--- src/rtl/multicycle_ctrl.sv ---
// Moore control FSM for a multicycle RISC-V datapath: sequences fetch, decode, memory,
// ALU and branch steps; one state per cycle, memory states stall on mem_ready=0.
module multicycle_ctrl (
    input  logic       clk,
    input  logic       reset,
    input  logic [6:0] op,
    input  logic       zero,
    input  logic       mem_ready,
    output logic       mem_req,
    output logic       AdrSrc,
    output logic       IRWrite,
    output logic       PCWrite,
    output logic       MemWrite,
    output logic       RegWrite,
    output logic [1:0] ResultSrc,
    output logic [1:0] ALUSrcA,
    output logic [1:0] ALUSrcB,
    output logic [1:0] ALUOp,
    output logic [2:0] ImmSrc,
    output logic       illegal,
    output logic [3:0] state
);

    localparam logic [3:0] S_FETCH    = 4'd0;
    localparam logic [3:0] S_DECODE   = 4'd1;
    localparam logic [3:0] S_MEMADR   = 4'd2;
    localparam logic [3:0] S_MEMREAD  = 4'd3;
    localparam logic [3:0] S_MEMWB    = 4'd4;
    localparam logic [3:0] S_MEMWRITE = 4'd5;
    localparam logic [3:0] S_EXECR    = 4'd6;
    localparam logic [3:0] S_EXECI    = 4'd7;
    localparam logic [3:0] S_ALUWB    = 4'd8;
    localparam logic [3:0] S_BEQ      = 4'd9;
    localparam logic [3:0] S_JAL      = 4'd10;
    localparam logic [3:0] S_LUI      = 4'd11;
    localparam logic [3:0] S_ERR      = 4'd12;

    localparam logic [6:0] OP_LW   = 7'b0000011;
    localparam logic [6:0] OP_SW   = 7'b0100011;
    localparam logic [6:0] OP_R    = 7'b0110011;
    localparam logic [6:0] OP_I    = 7'b0010011;
    localparam logic [6:0] OP_BEQ  = 7'b1100011;
    localparam logic [6:0] OP_JAL  = 7'b1101111;
    localparam logic [6:0] OP_LUI  = 7'b0110111;

    logic [3:0] r_state;
    logic       r_illegal;
    logic [3:0] w_next;

    always_comb begin
        w_next = S_FETCH;
        case (r_state)
            S_FETCH:    w_next = mem_ready ? S_DECODE : S_FETCH;
            S_DECODE: begin
                case (op)
                    OP_LW, OP_SW: w_next = S_MEMADR;
                    OP_R:         w_next = S_EXECR;
                    OP_I:         w_next = S_EXECI;
                    OP_BEQ:       w_next = S_BEQ;
                    OP_JAL:       w_next = S_JAL;
                    OP_LUI:       w_next = S_LUI;
                    default:      w_next = S_ERR;
                endcase
            end
            S_MEMADR:   w_next = (op == OP_LW) ? S_MEMREAD : S_MEMWRITE;
            S_MEMREAD:  w_next = mem_ready ? S_MEMWB : S_MEMREAD;
            S_MEMWB:    w_next = S_FETCH;
            S_MEMWRITE: w_next = mem_ready ? S_FETCH : S_MEMWRITE;
            S_EXECR:    w_next = S_ALUWB;
            S_EXECI:    w_next = S_ALUWB;
            S_ALUWB:    w_next = S_FETCH;
            S_BEQ:      w_next = S_FETCH;
            S_JAL:      w_next = S_ALUWB;
            S_LUI:      w_next = S_ALUWB;
            S_ERR:      w_next = S_ERR;
            default:    w_next = S_FETCH;
        endcase
    end

    // Reset abandons any pending access; illegal latches on the DECODE->ERR transition.
    always_ff @(posedge clk) begin
        if (reset) begin
            r_state   <= S_FETCH;
            r_illegal <= 1'b0;
        end else begin
            r_state <= w_next;
            if ((r_state == S_DECODE) && (w_next == S_ERR))
                r_illegal <= 1'b1;
        end
    end

    always_comb begin
        mem_req   = 1'b0;
        AdrSrc    = 1'b0;
        IRWrite   = 1'b0;
        PCWrite   = 1'b0;
        MemWrite  = 1'b0;
        RegWrite  = 1'b0;
        ResultSrc = 2'b00;
        ALUSrcA   = 2'b00;
        ALUSrcB   = 2'b00;
        ALUOp     = 2'b00;
        case (r_state)
            S_FETCH: begin
                mem_req   = 1'b1;
                ALUSrcB   = 2'b10;
                ResultSrc = 2'b10;
                IRWrite   = mem_ready;
                PCWrite   = mem_ready;
            end
            S_DECODE: begin
                ALUSrcA = 2'b01;
                ALUSrcB = 2'b01;
            end
            S_MEMADR: begin
                ALUSrcA = 2'b10;
                ALUSrcB = 2'b01;
            end
            S_MEMREAD: begin
                mem_req = 1'b1;
                AdrSrc  = 1'b1;
            end
            S_MEMWB: begin
                RegWrite  = 1'b1;
                ResultSrc = 2'b01;
            end
            S_MEMWRITE: begin
                mem_req  = 1'b1;
                AdrSrc   = 1'b1;
                MemWrite = 1'b1;
            end
            S_EXECR: begin
                ALUSrcA = 2'b10;
                ALUOp   = 2'b10;
            end
            S_EXECI: begin
                ALUSrcA = 2'b10;
                ALUSrcB = 2'b01;
                ALUOp   = 2'b10;
            end
            S_ALUWB:  RegWrite = 1'b1;
            S_BEQ: begin
                ALUSrcA = 2'b10;
                ALUOp   = 2'b01;
                PCWrite = zero;
            end
            S_JAL: begin
                ALUSrcA = 2'b01;
                ALUSrcB = 2'b10;
                PCWrite = 1'b1;
            end
            S_LUI: begin
                ALUSrcA = 2'b11;
                ALUSrcB = 2'b01;
            end
            default: ;
        endcase
    end

    always_comb begin
        case (op)
            OP_SW:   ImmSrc = 3'b001;
            OP_BEQ:  ImmSrc = 3'b010;
            OP_JAL:  ImmSrc = 3'b011;
            OP_LUI:  ImmSrc = 3'b100;
            default: ImmSrc = 3'b000;
        endcase
    end

    assign illegal = r_illegal;
    assign state   = r_state;

endmodule

--- config.mk ---
export PLATFORM = sky130hd
export DESIGN_NAME = multicycle_ctrl
export DESIGN_NICKNAME = d
export VERILOG_FILES = /design/src/rtl/multicycle_ctrl.sv
export SDC_FILE = /design/constraint.sdc
export NUM_CORES = 1
export LEC_CHECK = 0
export ABC_CLOCK_PERIOD_IN_PS = 1600
export CAP_MARGIN = 10
export CORE_MARGIN = 2
export CORE_UTILIZATION = 40
export DETAILED_ROUTE_END_ITERATION = 12
export PLACE_DENSITY = 0.77
export RECOVER_POWER = 50
export SLEW_MARGIN = 25
export SYNTH_ARGS = -nofsm -noshare
export SYNTH_HDL_FRONTEND = slang
export SYNTH_SLANG_ARGS = --single-unit
--- constraint.sdc ---
create_clock -name clk -period 1.6 [get_ports clk]
set_clock_uncertainty 0.05 [all_clocks]
set_input_delay 0.16 -clock clk [delete_from_list [all_inputs] [get_ports clk]]
set_output_delay 0.16 -clock clk [all_outputs]
set_load 0.02 [all_outputs]
==> impl_metrics.env <==
export IMPL_rsz0062_at_grt="true"
export IMPL_reg2reg_slack_ns=0.02
export IMPL_yosysTopAreaCell="dfxtp_1"
export IMPL_synth_edf_count=0
export IMPL_grt_pass1_vias=1103
export IMPL_ys_seq_area_share_pct=14.1
export IMPL_row_count=15
export IMPL_violations="setup timing"
export IMPL_final_nets=184
export IMPL_crit_required_ns=1.39
export IMPL_stdcell_count=189
export IMPL_yosys_top_cells_area="dfxtp_1 14%, nor2_1 5.8%, a21oi_1 4.9%"
export IMPL_htreeDepth=1
export IMPL_port_buffers=32
export IMPL_end_kind="output pin"
export IMPL_maxSlewViolCount=0
export IMPL_finalCritPeriodShare_pct=105
export IMPL_r2r_start="state[1]$_SDFF_PP0_"
export IMPL_leakage_nw=0.655
export IMPL_pre_cts_ws_ns=-0.660
export IMPL_place_inst=182
export IMPL_gp_congestion=0.920
export IMPL_antenna_found_initial=0
export IMPL_grt_pass1_wl_um=4350
export IMPL_max_slew_margin_pct=78.8
export IMPL_synth_cell_types=44
export IMPL_setup_violations=6
export IMPL_worstPathMaxFanout=5
export IMPL_hold_viol_final=0
export IMPL_post_drt_wl_per_cell_um=20.3
export IMPL_fmax_mhz=596
export IMPL_fin_ws_ns=-0.0792
export IMPL_final_common_cell="buf_4"
export IMPL_ios=33
export IMPL_synth_ff_type="dfxtp_1"
export IMPL_rr_endpoint="state[2]$_SDFF_PP0_"
export IMPL_critical_path_startpoint="state[1]$_SDFF_PP0_"
export IMPL_grtUsageTotal_pct=27.9
export IMPL_hold_depth=1
export IMPL_synth_warnings=0
export IMPL_dp_hpwl_um=2060
export IMPL_hold_ws_ns=0.424
export IMPL_syn_num_nets=113
export IMPL_fin_area_um2=1470
export IMPL_cts_made_buffers=3
export IMPL_critPathLaunchType="register"
export IMPL_viasPerCell=6.56
export IMPL_status="finished, violations left"
export IMPL_fin_crit_ns=1.68
export IMPL_drive_gt1_share_pct=55.8
export IMPL_dieHeight_um=46.1
export IMPL_insertion_delay_ns=0.24
export IMPL_clkTransAtPathRegs_ns=0.05
export IMPL_initial_core_util_pct=42.0
export IMPL_ant_nets=0
export IMPL_final_util_pct=86.8
export IMPL_cts_root_buffer="clkbuf_4"
export IMPL_drtIter0Drc=65
export IMPL_cts_hold_buf=0
export IMPL_async_flop_share_pct=0
export IMPL_layout_common_cells="38 x buf_4, 9 x dlygate4sd2_1, 8 x buf_6, 7 x clkdlybuf4s50_1, 6 x nor2_1"
export IMPL_drc=0
export IMPL_cts_buffer_depth=2
export IMPL_power_density_nw_per_um2=461
export IMPL_cts_sinks=5
export IMPL_ir_drop_mv=0.377
export IMPL_firstDrtPassIters=4
export IMPL_maxCapViolations=0
export IMPL_critPathKind="register to output pin"
export IMPL_crit_path_end="mem_req"
export IMPL_antenna_cells=0
export IMPL_hp_class="register to register"
export IMPL_wirelength_um=3830
export IMPL_netlist_instances=102
export IMPL_ys_ff_latch=5
export IMPL_grt_max_degree=14
export IMPL_core_area_um2=1690
export IMPL_grt_overflow=0
export IMPL_cts_tree="built"
export IMPL_worst_slew_pin_slew_ns=0.318
export IMPL_synth_top_area_share_pct=14.1
export IMPL_worst_r2r_cell_count=6
export IMPL_cp_data_arrival_time_ns=1.47
export IMPL_via_count=1239
export IMPL_die_w_um=46.1
export IMPL_avgSynthCellArea_um2=6.96
export IMPL_dieArea_um2=2130
export IMPL_areaGrowthSynthToFinish_pct=107
export IMPL_netlist_area_um2=709
export IMPL_placed_area_um2=1340
area by class of cell:
type | instances | area, um2
Multi-Input combinational cell | 86 | 686
Tap cell | 17 | 21.3
Inverter | 3 | 11.3
Fill cell | 101 | 223
Clock buffer | 4 | 26.3
Timing Repair Buffer | 74 | 607
Sequential cell | 5 | 115
flip-flops by register name (all words and copies together) (netlist names):
register,cells
state,4
illegal,1
cells by family (layout without fill, tap and decap cells):
logic type / count (synthesis) / in the layout / share of synthesized area (%)
compound gates: 32 / 32 / 34.4
xor+xnor: 1 / 1 / 1.23
buf+inv: 11 / 81 / 7.05
flops: 5 / 5 / 14.1
simple gates: 53 / 53 / 43.2
worst min-delay path by stage:
stage	from	endpoint	slack [ns]
3_3_place_gp	illegal$_SDFFE_PP0P_	illegal$_SDFFE_PP0P_	0.40
5_1_grt	illegal$_SDFFE_PP0P_	illegal$_SDFFE_PP0P_	0.46
4_1_cts	illegal$_SDFFE_PP0P_	illegal$_SDFFE_PP0P_	0.43
2_1_floorplan	reset	state[3]$_SDFF_PP0_	0.17
6_report	illegal$_SDFFE_PP0P_	illegal$_SDFFE_PP0P_	0.42
3_5_place_dp	illegal$_SDFFE_PP0P_	illegal$_SDFFE_PP0P_	0.42
layer usage:
| metal | GRT usage [%] | wire length [um] | share of wire [%] |
|---|---|---|---|
| met1 | 26.8 | 1380 | 36 |
| met2 | 56.4 | 1860 | 49 |
| met3 | 4.31 | 355 | 9.3 |
| met4 | 12.0 | 235 | 6.1 |
| met5 | 0 | 0 | 0 |
synthesized netlist by cell type (3+ instances only):
| cell type | instances |
|---|---|
| nand3b_1 | 3 |
| nor3_1 | 3 |
| inv_1 | 3 |
| a21oi_1 | 7 |
| nand2b_1 | 4 |
| nand3_1 | 4 |
| dfxtp_1 | 5 |
| buf_2 | 7 |
| nand2_1 | 7 |
| nor2_1 | 11 |
| o21ai_0 | 4 |
| or2_2 | 3 |
per-stage QoR:
stage	setup TNS, ns	power, mW
final	-0.262	0.676
after floorplan	0	0.304
after global placement	-4.54	0.476
after global routing	-0.646	0.705
after CTS	-0.0928	0.621
after detailed placement	-5.04	0.484
where the power goes:
group	internal (mW)	leakage (nW)	switching (mW)	total [mW]
Sequential	0.128	0.0437	0.0114	0.140
Combinational	0.188	0.596	0.199	0.388
Clock	0.0944	0.0150	0.0543	0.149
worst max-delay path: stages, from the launching register on:
cell and delay (ns):
dfxtp_4 0.37, buf_6 0.12, nand2b_4 0.12, nor2_2 0.04, a31o_2 0.22, or2_4 0.23
buf_6 0.13
timing repair:
item                                    in CTS  in global routing
pin swaps                                    6                 10
endpoints found under the setup margin      22                 15
setup buffers                                1                  1
resized for setup                           78                 33
gates cloned                                 1                  0
(Power assumes the default switching activity.)
